[src/rtl/unidade_controle_jogo_pkg.sv]
// -----------------------------------------------------------------------------
// unidade_controle_jogo_pkg
// Shared definitions for the memory-game controller and the datapath debug
// hex decoder: state register width, state codes and a terminal-state helper.
// -----------------------------------------------------------------------------
package unidade_controle_jogo_pkg;

  localparam int STATE_W = 4;

  localparam logic [STATE_W-1:0] ST_INICIAL     = 4'b0000;
  localparam logic [STATE_W-1:0] ST_PREPARACAO  = 4'b0001;
  localparam logic [STATE_W-1:0] ST_ESPERA      = 4'b0010;
  localparam logic [STATE_W-1:0] ST_REGISTRA    = 4'b0100;
  localparam logic [STATE_W-1:0] ST_COMPARACAO  = 4'b0101;
  localparam logic [STATE_W-1:0] ST_PROXIMO     = 4'b0110;
  localparam logic [STATE_W-1:0] ST_FIM_ACERTOU = 4'b1010;
  localparam logic [STATE_W-1:0] ST_FIM_ERROU   = 4'b1110;
  localparam logic [STATE_W-1:0] ST_FIM_TIMEOUT = 4'b1101;

  // True for the three states that end a game.
  function automatic logic is_terminal(input logic [STATE_W-1:0] st);
    return (st == ST_FIM_ACERTOU) || (st == ST_FIM_ERROU) ||
           (st == ST_FIM_TIMEOUT);
  endfunction

endpackage

[src/rtl/unidade_controle_jogo.sv]
// -----------------------------------------------------------------------------
// unidade_controle_jogo
// Moore controller sequencing the memory-game datapath through 16 moves.
//
// Ports
//   clock        in   rising-edge clock
//   reset        in   asynchronous, active-low; forces inicial
//   iniciar      in   level; starts/restarts a game from inicial or a terminal
//   fimC         in   address counter at its last position
//   igual        in   ROM data equals the registered move
//   jogada_feita in   one-cycle pulse on a new move
//   fimT         in   move-timeout counter expired
//   zeraC        out  clear address counter, timeout counter, edge detector
//   contaC       out  advance address counter
//   zeraR        out  clear move register
//   registraR    out  load move register
//   conta        out  enable timeout counter
//   pronto       out  game over (any terminal state)
//   acertou      out  all moves correct
//   errou        out  wrong move
//   timeout      out  no move before timeout
//   db_estado    out  current state code
// -----------------------------------------------------------------------------
module unidade_controle_jogo
  import unidade_controle_jogo_pkg::*;
(
  input  logic               clock,
  input  logic               reset,
  input  logic               iniciar,
  input  logic               fimC,
  input  logic               igual,
  input  logic               jogada_feita,
  input  logic               fimT,
  output logic               zeraC,
  output logic               contaC,
  output logic               zeraR,
  output logic               registraR,
  output logic               conta,
  output logic               pronto,
  output logic               acertou,
  output logic               errou,
  output logic               timeout,
  output logic [STATE_W-1:0] db_estado
);

  logic [STATE_W-1:0] r_estado;
  logic [STATE_W-1:0] w_proximo;

  always_ff @(posedge clock or negedge reset) begin
    if (!reset) begin
      r_estado <= ST_INICIAL;
    end else begin
      r_estado <= w_proximo;
    end
  end

  always_comb begin
    w_proximo = ST_INICIAL;
    case (r_estado)
      ST_INICIAL:     w_proximo = iniciar ? ST_PREPARACAO : ST_INICIAL;
      ST_PREPARACAO:  w_proximo = ST_ESPERA;
      // A move arriving in the same cycle as the timeout still counts.
      ST_ESPERA: begin
        if (jogada_feita)  w_proximo = ST_REGISTRA;
        else if (fimT)     w_proximo = ST_FIM_TIMEOUT;
        else               w_proximo = ST_ESPERA;
      end
      ST_REGISTRA:    w_proximo = ST_COMPARACAO;
      // A miss takes priority over reaching the last address.
      ST_COMPARACAO: begin
        if (!igual)        w_proximo = ST_FIM_ERROU;
        else if (fimC)     w_proximo = ST_FIM_ACERTOU;
        else               w_proximo = ST_PROXIMO;
      end
      ST_PROXIMO:     w_proximo = ST_ESPERA;
      ST_FIM_ACERTOU: w_proximo = iniciar ? ST_PREPARACAO : ST_FIM_ACERTOU;
      ST_FIM_ERROU:   w_proximo = iniciar ? ST_PREPARACAO : ST_FIM_ERROU;
      ST_FIM_TIMEOUT: w_proximo = iniciar ? ST_PREPARACAO : ST_FIM_TIMEOUT;
      // Unused codes recover to inicial.
      default:        w_proximo = ST_INICIAL;
    endcase
  end

  always_comb begin
    zeraC     = 1'b0;
    contaC    = 1'b0;
    zeraR     = 1'b0;
    registraR = 1'b0;
    conta     = 1'b0;
    acertou   = 1'b0;
    errou     = 1'b0;
    timeout   = 1'b0;
    case (r_estado)
      ST_PREPARACAO: begin
        zeraC = 1'b1;
        zeraR = 1'b1;
      end
      ST_ESPERA:      conta     = 1'b1;
      ST_REGISTRA:    registraR = 1'b1;
      ST_PROXIMO:     contaC    = 1'b1;
      ST_FIM_ACERTOU: acertou   = 1'b1;
      ST_FIM_ERROU:   errou     = 1'b1;
      ST_FIM_TIMEOUT: timeout   = 1'b1;
      default: ;
    endcase
  end

  assign pronto    = is_terminal(r_estado);
  assign db_estado = r_estado;

endmodule

[config.mk]
export PLATFORM = sky130hd
export DESIGN_NAME = unidade_controle_jogo
export DESIGN_NICKNAME = d
export VERILOG_FILES = /design/src/rtl/unidade_controle_jogo_pkg.sv /design/src/rtl/unidade_controle_jogo.sv
export SDC_FILE = /design/constraint.sdc
export NUM_CORES = 1
export LEC_CHECK = 0
export BUFFER_PORTS_ARGS = -buffer_cell sky130_fd_sc_hd__buf_2
export CAP_MARGIN = 10
export CORE_AREA = 2 2 39 41
export DETAILED_ROUTE_END_ITERATION = 10
export DIE_AREA = 0 0 41 43
export PLACE_DENSITY = 0.54
export SETUP_SLACK_MARGIN = 0.02
export SYNTH_ARGS = -nofsm -noshare
export SYNTH_HDL_FRONTEND = slang
export SYNTH_SLANG_ARGS = --single-unit
[constraint.sdc]
create_clock -name clock -period 1.4 [get_ports clock]
set_input_delay 0 -clock clock [delete_from_list [all_inputs] [get_ports clock]]
set_output_delay 0 -clock clock [all_outputs]
set_load 0.01 [all_outputs]
==> flow_metrics.py, run 1 <==
metrics = {
    "run_status": {
        "status": "completed",
    },
    "placed_design": {
        "place_area_sq_um": 444,
        "placed_cells": 75,
        "hpwl_microns": 705,
        "io_buffers": 19,
        "place.gp.congestion": 0.721,
        "place_ws_ns": 0.0833,
    },
    "cts": {
        "clkTransAtPathRegs_ns": 0.04,
        "htreeDepth": 1,
        "numCtsBuffers": 3,
        "clock-sinks": 4,
        "cts.path.max_buffers": 2,
        "cts_tree": "yes",
        "cts_root_buf": "clkbuf_4",
        "clk_latency_ns": 0.23,
    },
    "pwr": {
        "pwr_density_cell_nw_per_um2": 2040,
        "ir_worst_vdd_v": 0.000554,
        "p_leak_uw": 0.000249,
    },
    "floorplanning": {
        "pin_count": 20,
        "initial_core_util": 0.241,
        "die_area_sq_um": 1760,
        "coreArea_sq_um": 1380,
        "die_h_microns": 43,
        "die_w_microns": 41,
        "rows": 14,
    },
    "worst_setup_path": {
        "cp.arrival_ns": 1.31,
        "cp.required_ns": 1.40,
        "max_stage_delay_ns": 0.42,
        "reg2reg_to": "db_estado[2]$_DFF_PN0_",
        "path_class": "flip-flop to output port",
        "slowest_stage": "dfrtp_2",
        "rrSetupSlack_ns": 0.18,
        "crit_path_cell_trace": "nand2b_1, buf_4, nor3b_1, buf_2",
        "path_max_fanout": 6,
        "worstSetupEndpointType": "output port",
        "worst_setup_path_start_kind": "flip-flop",
        "r2r-start": "db_estado[0]$_DFF_PN0_",
        "rr_worst_depth": 4,
    },
    "drt": {
        "drc_errors": 0,
        "drt_iter0_drc": 8,
        "drt-total-wl_microns": 872,
        "ant_nets": 0,
        "wl_per_cell_microns": 10.9,
        "dr.pass1.iters": 2,
        "vias": 380,
        "via_per_inst": 4.75,
    },
    "global_routing": {
        "met3_usage": 0.0314,
        "met2_usage": 0.172,
        "track_usage": 0.115,
        "grt_use_met1": 0.133,
        "grt_pass1_wl_microns": 1330,
        "overflow": 0,
        "grt_pass1_vias": 323,
        "antenna_found_initial": 0,
        "top_usage_layer": "met2",
        "grt_max_degree": 12,
    },
    "timing": {
        "maxSlewViolCount": 0,
        "rsz0062_at_grt": "no",
        "period_needed_ns": 1.31,
        "clock_skew_ns": 0.00521,
        "final_hold_viol_count": 0,
        "fmax_mhz": 763,
        "setup_viol": 0,
        "slew_headroom": 0.804,
        "fin_ws_ns": 0.0893,
        "finalCritPeriodShare": 0.936,
        "max_slew.worst_pin.slew_ns": 0.291,
        "finalSetupTns_ns": 0,
    },
    "finish": {
        "final_layout_size_suffix_gt1_frac": 0.469,
        "n_antenna_cell": 0,
        "syn_to_final_growth_pct": 46.6,
        "largest_reg_flops": 4,
        "finish.utilization": 0.353,
        "fin_area_sq_um": 488,
        "multi_input_area_sq_um": 206,
        "nNetsFinal": 73,
        "layoutNonFillerInstCount": 80,
        "seqCellArea_sq_um": 104,
        "fill_cells": 160,
    },
    "yosys": {
        "syn_area_sq_um": 333,
        "syn-num-nets": 48,
        "yosysTopAreaCellShare": 0.301,
        "ys_async_sr_fraction": 1.00,
        "synth_common_cells": "dfrtp_1, nor2_1, nor3_1",
        "synth_top_area_cell": "dfrtp_1",
        "synth-seq-area-share": 0.301,
        "synthFlopType": "dfrtp_1",
        "synth_edf_count": 0,
        "ys_ff_latch": 4,
        "synthTopCellsByArea": "dfrtp_1, nor3_1, nand2b_1",
        "syn_area_per_cell_sq_um": 8.12,
        "synth_cells": 41,
        "synth_cell_types": 25,
        "yosysWarnings": 0,
    },
    "flow_run": {
        "maxCapViolations": 0,
    },
    "min_path": {
        "hp-class": "primary input to asynchronous set/reset pin",
    },
}
[through the flow]
step	hold WS [ns]	power [uW]
2_1_floorplan	-0.296	646
3_3_place_gp	-0.191	839
3_5_place_dp	-0.189	835
4_1_cts	0.0996	983
5_1_grt	0.127	1090
6_report	0.117	994
[metal layers]
layer,up-vias,share of wire
li1,197,-
met1,171,0.43
met2,12,0.52
met3,0,0.050
met4,0,0
met5,-,0
[final cells by class]
cell class | instances | area share
Clock buffer | 3 | 0.0462
Sequential cell | 4 | 0.213
Multi-Input combinational cell | 32 | 0.423
Inverter | 2 | 0.0154
Tap cell | 16 | 0.0410
Timing Repair Buffer | 23 | 0.262
[cells in the final DEF, fill, tap and decap left out, types with 2 or more instances in the layout]
master and instances:
dfrtp_2 3, nand2_1 2, nand2b_1 3, clkbuf_4 3, buf_4 3, nor3_1 4, inv_1 2, nor2_1 4
buf_2 19, nor2b_1 3
[timing repair]
action | in CTS | in global routing
setup endpoints to repair | 0 | 7
gates resized for setup | 0 | 3
hold endpoints to repair | 4 | 0
buffers inserted | 0 | 1
hold buffers | 1 | 0
[critical path: cells and delay by family (launching register included)]
kind,cells,cell delay [ns]
buffers and inverters,2,0.32
flip-flops,1,0.42
AND/OR/NAND/NOR,2,0.34
[cell families (layout without fill, tap and decap cells)]
kind of cell / count (synthesis) / after routing / share of synthesized area
compound gates: 11 / 11 / 0.256
simple gates: 21 / 21 / 0.365
buf+inv: 5 / 28 / 0.0789
flops: 4 / 4 / 0.301
[worst max-delay path by stage]
stage                                 startpoint                      to  slack, ns  cells past startpoint
final                     db_estado[0]$_DFF_PN0_                 acertou       0.09                      4
after global routing      db_estado[0]$_DFF_PN0_                 acertou       0.04                      4
after CTS                 db_estado[0]$_DFF_PN0_                 acertou       0.03                      4
after detailed placement  db_estado[2]$_DFF_PN0_  db_estado[2]$_DFF_PN0_       0.08                      3
after global placement    db_estado[2]$_DFF_PN0_  db_estado[2]$_DFF_PN0_       0.08                      3
after floorplan           db_estado[0]$_DFF_PN0_  db_estado[3]$_DFF_PN0_       0.14                      3
[report_power, final]
group | leakage (uW) | switching [uW] | internal [uW]
Sequential | 0.0000476 | 97.7 | 175
Combinational | 0.000188 | 298 | 286
Clock | 0.0000138 | 41.8 | 95.5
Total | 0.000249 | 437 | 556
Note: power is estimated with default switching activity, not from simulation.
==> run 2: changes to the inputs <==
ABC_AREA = 1   (was not set)
PLACE_DENSITY = 0.55   (was 0.54)
==> run 2 against run 1 <==
Effect of this change:
- core utilization decreased by 0.090 points
- clock power rose by 8%
- the run now ends with hold timing left
- final area decreased by 0.26%
- maximum frequency increased by 9.8%
- critical path depth is 2 higher
- via count grew 12%
- first-iteration DRC count up 38%
- worst setup slack gained 0.12 ns
- synthesized cell count increased by 34%
==> flow_metrics.py, run 2 <==
metrics = {
    "drt": {
        "drt_iter0_drc": 11,
        "drt-total-wl_microns": 910,
        "ant_nets": 0,
        "vias": 425,
        "via_per_inst": 4.57,
        "dr.pass1.iters": 4,
        "wl_per_cell_microns": 9.78,
        "drc_errors": 0,
    },
    "yosys": {
        "ys_ff_latch": 4,
        "synth.most_common_cell": "nand2_1",
        "synth_edf_count": 0,
        "ys_async_sr_fraction": 1.00,
        "synth_common_cells": "nand2_1, inv_1, nand3_1",
        "synthFlopType": "dfrtp_1",
        "yosysWarnings": 0,
        "syn_area_sq_um": 347,
        "synthTopCellsByArea": "dfrtp_1, nand2_1, nand3_1",
        "synth_cells": 55,
        "yosysTopAreaCellShare": 0.289,
        "synth-seq-area-share": 0.289,
        "syn-num-nets": 62,
        "syn_area_per_cell_sq_um": 6.30,
        "synth_top_area_cell": "dfrtp_1",
        "synth_cell_types": 14,
    },
    "worst_setup_path": {
        "path_max_fanout": 5,
        "rrSetupSlack_ns": 0.34,
        "r2r-start": "db_estado[3]$_DFF_PN0_",
        "cp.required_ns": 1.40,
        "cp-startpoint": "db_estado[1]$_DFF_PN0_",
        "rr_worst_depth": 5,
        "worstSetupEndpointType": "output port",
        "worst_setup_path_start_kind": "flip-flop",
        "path_class": "flip-flop to output port",
        "cp.arrival_ns": 1.19,
        "reg2reg_to": "db_estado[2]$_DFF_PN0_",
        "crit_path_end": "pronto",
    },
    "global_routing": {
        "track_usage": 0.125,
        "grt_max_degree": 7,
        "grt_pass1_wl_microns": 1400,
        "grt_pass1_vias": 372,
        "antenna_found_initial": 0,
        "overflow": 0,
    },
    "timing": {
        "period_needed_ns": 1.19,
        "finalCritPeriodShare": 0.852,
        "final_hold_viol_count": 1,
        "rsz0062_at_grt": "no",
        "finalSetupTns_ns": 0,
        "fmax_mhz": 838,
        "hold_ws_ns": -0.00409,
        "clock_skew_ns": 0.00173,
        "max_slew.worst_pin.slew_ns": 0.237,
        "slew_headroom": 0.842,
        "setup_viol": 0,
        "maxSlewViolCount": 0,
    },
    "finish": {
        "n_antenna_cell": 0,
        "largest_reg_flops": 4,
        "most-common-layout-cells": "buf_2, nand2_1, inv_1, nand3_1, nor2_1",
        "syn_to_final_growth_pct": 40.4,
        "final_common_cell": "buf_2",
        "nNetsFinal": 86,
        "final_layout_size_suffix_gt1_frac": 0.429,
    },
    "placed_design": {
        "place.gp.congestion": 0.848,
        "hpwl_microns": 753,
        "io_buffers": 19,
    },
    "cts": {
        "clock-sinks": 4,
        "cts.path.max_buffers": 2,
        "cts_tree": "yes",
        "cts-resized-gates": 0,
        "htreeDepth": 1,
        "numCtsBuffers": 3,
        "clkTransAtPathRegs_ns": 0.04,
        "cts_root_buf": "clkbuf_4",
        "clk_latency_ns": 0.24,
    },
    "run_status": {
        "status": "complete, but fails checks",
        "violations": "hold timing",
    },
    "floorplanning": {
        "pin_count": 20,
        "initial_core_util": 0.250,
        "die_w_microns": 41,
        "rows": 14,
        "die_area_sq_um": 1760,
        "coreArea_sq_um": 1380,
        "die_h_microns": 43,
    },
    "pwr": {
        "report.power.total_uw": 897,
        "ir_worst_vdd_v": 0.000922,
        "p_leak_uw": 0.000318,
        "pwr_density_cell_nw_per_um2": 1840,
    },
    "min_path": {
        "hp-class": "primary input to flip-flop",
    },
    "flow_run": {
        "maxCapViolations": 0,
    },
}
run 2: final cells by class:
type | count | area [sq um]
timing repair buffer | 20 | 105
tap | 16 | 20.0
fill | 154 | 897
sequential | 4 | 100
inverter | 11 | 41.3
multi-input combinational | 39 | 198
clock buffer | 3 | 22.5
run 2: through the flow:
stage | hold WS, ns | cell area, sq um | setup WS (ns) | util | cells
floorplan | -0.296 | 347 | 0.338 | - | 55
global route | 0.00108 | 487 | 0.128 | 0.352 | 93
detailed placement | -0.184 | 454 | 0.355 | 0.328 | 89
global placement | -0.184 | 454 | 0.344 | 0.328 | 89
finish | -0.00409 | 487 | 0.207 | 0.352 | 93
CTS | 0.0000827 | 487 | 0.207 | 0.352 | 93
run 2: layer usage:
layer | up-vias | routed length [microns] | track usage
met4 | 0 | 0 | 0.0800
met5 | - | 0 | 0
met2 | 25 | 429 | 0.163
met1 | 183 | 380 | 0.155
met3 | 0 | 100 | 0.0628
li1 | 217 | - | -
run 2: worst max-delay path, cell delays in order (launching register included):
cell and delay, ns:
dfrtp_1 0.41, inv_2 0.14, nand2_2 0.08, inv_2 0.09, nand2_2 0.06, nand2_2 0.05, buf_2 0.12
run 2: worst min-delay path by stage:
stage                       start                endpoint  slack, ns  cells after the start
final                     iniciar  db_estado[0]$_DFF_PN0_     -0.004                      3
after detailed placement    reset  db_estado[0]$_DFF_PN0_      -0.18                      1
after CTS                 iniciar  db_estado[0]$_DFF_PN0_    0.00008                      3
after global placement      reset  db_estado[0]$_DFF_PN0_      -0.18                      1
after floorplan             reset  db_estado[0]$_DFF_PN0_      -0.30                      0
after global routing      iniciar  db_estado[0]$_DFF_PN0_      0.001                      3
run 2: repair_timing:
item | in CTS | in global routing
hold endpoints to repair | 4 | 0
buffers inserted | 0 | 0
hold buffers | 1 | 0
run 2: where the power goes:
group	internal, uW	switching [uW]	total (uW)
Clock	96.2	51.8	148
Combinational	194	320	514
Sequential	162	73.5	235
Total	452	445	897
run 2: cells by family after synthesis:
kind of cell / Yosys count / synth area share
compound gates: 3 / 0.0505
buf+inv: 12 / 0.141
flops: 4 / 0.289
simple gates: 36 / 0.520
==> run 3: changes to the inputs <==
clock period = 1.3 ns   (was 1.4 ns; I/O delays follow)
==> run 3 against run 2 <==
Effect of this change:
- the run now ends clean
- worst hold slack gained 0.041 ns
- combinational power grew 12%
- clock skew is essentially flat
- flip-flop and latch count is the same
- first-iteration DRC count shrank 64%
- power grew 8.1%
- critical path depth is the same
- global-route usage shrank 0.58 points
- core utilization grew 0.54 points
- clock power is essentially flat
- worst setup slack lost 0.077 ns
==> flow_metrics.py, run 3 (synthesis gave the netlist of run 2 again) <==
metrics = {
    "placed_design": {
        "placed_cells": 90,
        "io_buffers": 19,
        "place.gp.congestion": 0.853,
        "place_ws_ns": 0.251,
        "hpwl_microns": 794,
    },
    "floorplanning": {
        "die_w_microns": 41,
        "initial_core_util": 0.250,
        "coreArea_sq_um": 1380,
        "die_area_sq_um": 1760,
        "die_h_microns": 43,
        "rows": 14,
        "pin_count": 20,
    },
    "pwr": {
        "pwr_density_cell_nw_per_um2": 1960,
        "p_leak_uw": 0.000324,
        "ir_worst_vdd_v": 0.00107,
        "report.power.total_uw": 970,
    },
    "finish": {
        "n_antenna_cell": 0,
        "syn_to_final_growth_pct": 42.6,
        "final_common_cell": "buf_2",
        "final_layout_size_suffix_gt1_frac": 0.436,
        "largest_reg_flops": 4,
        "layoutNonFillerInstCount": 94,
        "nNetsFinal": 87,
        "finish.utilization": 0.357,
        "most-common-layout-cells": "buf_2, nand2_1, inv_1, nand3_1, nor2_1",
        "fill_cells": 149,
    },
    "global_routing": {
        "grt_max_degree": 7,
        "antenna_found_initial": 0,
        "grt_pass1_wl_microns": 1430,
        "overflow": 0,
        "grt_pass1_vias": 382,
        "track_usage": 0.119,
    },
    "cts": {
        "clkTransAtPathRegs_ns": 0.03,
        "cts_tree": "yes",
        "cts.path.max_buffers": 2,
        "clk_latency_ns": 0.23,
        "htreeDepth": 1,
        "numCtsBuffers": 3,
        "post_cts_buffers": 0,
        "cts_root_buf": "clkbuf_4",
        "cts-resized-gates": 0,
        "clock-sinks": 4,
    },
    "drt": {
        "drt-total-wl_microns": 881,
        "ant_nets": 0,
        "dr_wl_met3_microns": 49,
        "via_per_inst": 4.31,
        "met1Wirelength_microns": 375,
        "drt_iter0_drc": 4,
        "dr.pass1.iters": 4,
        "wl_per_cell_microns": 9.37,
        "vias": 405,
        "wl_met2_microns": 441,
        "drc_errors": 0,
        "routed.top_layer": "met4",
    },
    "timing": {
        "rsz0062_at_grt": "no",
        "max_slew.worst_pin.slew_ns": 0.218,
        "clock_skew_ns": 0.00183,
        "fin_ws_ns": 0.130,
        "maxSlewViolCount": 0,
        "finalSetupTns_ns": 0,
        "period_needed_ns": 1.17,
        "final_hold_viol_count": 0,
        "finalCritPeriodShare": 0.900,
        "fmax_mhz": 855,
        "setup_viol": 0,
        "slew_headroom": 0.853,
    },
    "worst_setup_path": {
        "max_stage_delay_ns": 0.41,
        "cp.required_ns": 1.30,
        "worst_setup_path_start_kind": "flip-flop",
        "slowest_stage": "dfrtp_1",
        "cp.arrival_ns": 1.17,
        "crit_path_cell_trace": "inv_2, nand2_2, inv_2, nand2_2, nand2_2, buf_2",
        "worstSetupEndpointType": "output port",
        "path_max_fanout": 5,
        "path_class": "flip-flop to output port",
        "crit_path_frequent_cell": "nand2_2",
    },
    "run_status": {
        "status": "completed",
    },
    "flow_run": {
        "maxCapViolations": 0,
    },
    "min_path": {
        "hp-class": "primary input to flip-flop",
    },
}
run 3: cell type report:
class	count	area [sq um]	share of cell area
well taps	16	20.0	0.0405
inverters	11	41.3	0.0835
repair buffers	21	113	0.228
flip-flops and latches	4	100	0.203
multi-input cells	39	198	0.400
clock buffers	3	22.5	0.0456
run 3: where the power goes:
group | internal [uW] | switching (uW)
sequential | 175 | 70.5
clock | 103 | 46.6
combinational | 220 | 356
total | 498 | 473
run 3: metrics by stage:
stage	area (sq um)	hold slack [ns]
after detailed placement	462	-0.185
after global routing	494	0.0419
final	494	0.0368
after floorplan	347	-0.296
after CTS	494	0.0268
after global placement	462	-0.189
run 3: layer usage:
layer  vias up  track usage
li1        216            -
met2        12        0.178
met4         0       0.0600
met3         2       0.0471
met1       175        0.140
met5         -            0
run 3: critical path, delay by kind of cell, from the launching register on:
family	cells	cell delay (ns)
flops	1	0.41
simple gates	3	0.20
buf+inv	3	0.33
run 3: path summary, 6_finish.rpt:
| kind | from | slack, ns | to | depth (start not counted) |
|---|---|---|---|---|
| min in group asynchronous | reset | 0.10 | db_estado[2]$_DFF_PN0_ | 2 |
| worst max register to register | db_estado[0]$_DFF_PN0_ | 0.23 | db_estado[0]$_DFF_PN0_ | 5 |
| worst min-delay path | iniciar | 0.04 | db_estado[0]$_DFF_PN0_ | 3 |
| max in group asynchronous | reset | 1.08 | db_estado[0]$_DFF_PN0_ | 2 |
| worst max-delay path | db_estado[1]$_DFF_PN0_ | 0.13 | pronto | 6 |
| worst min register to register | db_estado[3]$_DFF_PN0_ | 0.65 | db_estado[1]$_DFF_PN0_ | 3 |
run 3: what timing repair did:
| item | 4_1_cts | 5_1_grt |
|---|---|---|
| hold buffers | 1 | 0 |
| setup endpoints to repair | 0 | 0 |
| endpoints found under the hold margin | 4 | 0 |
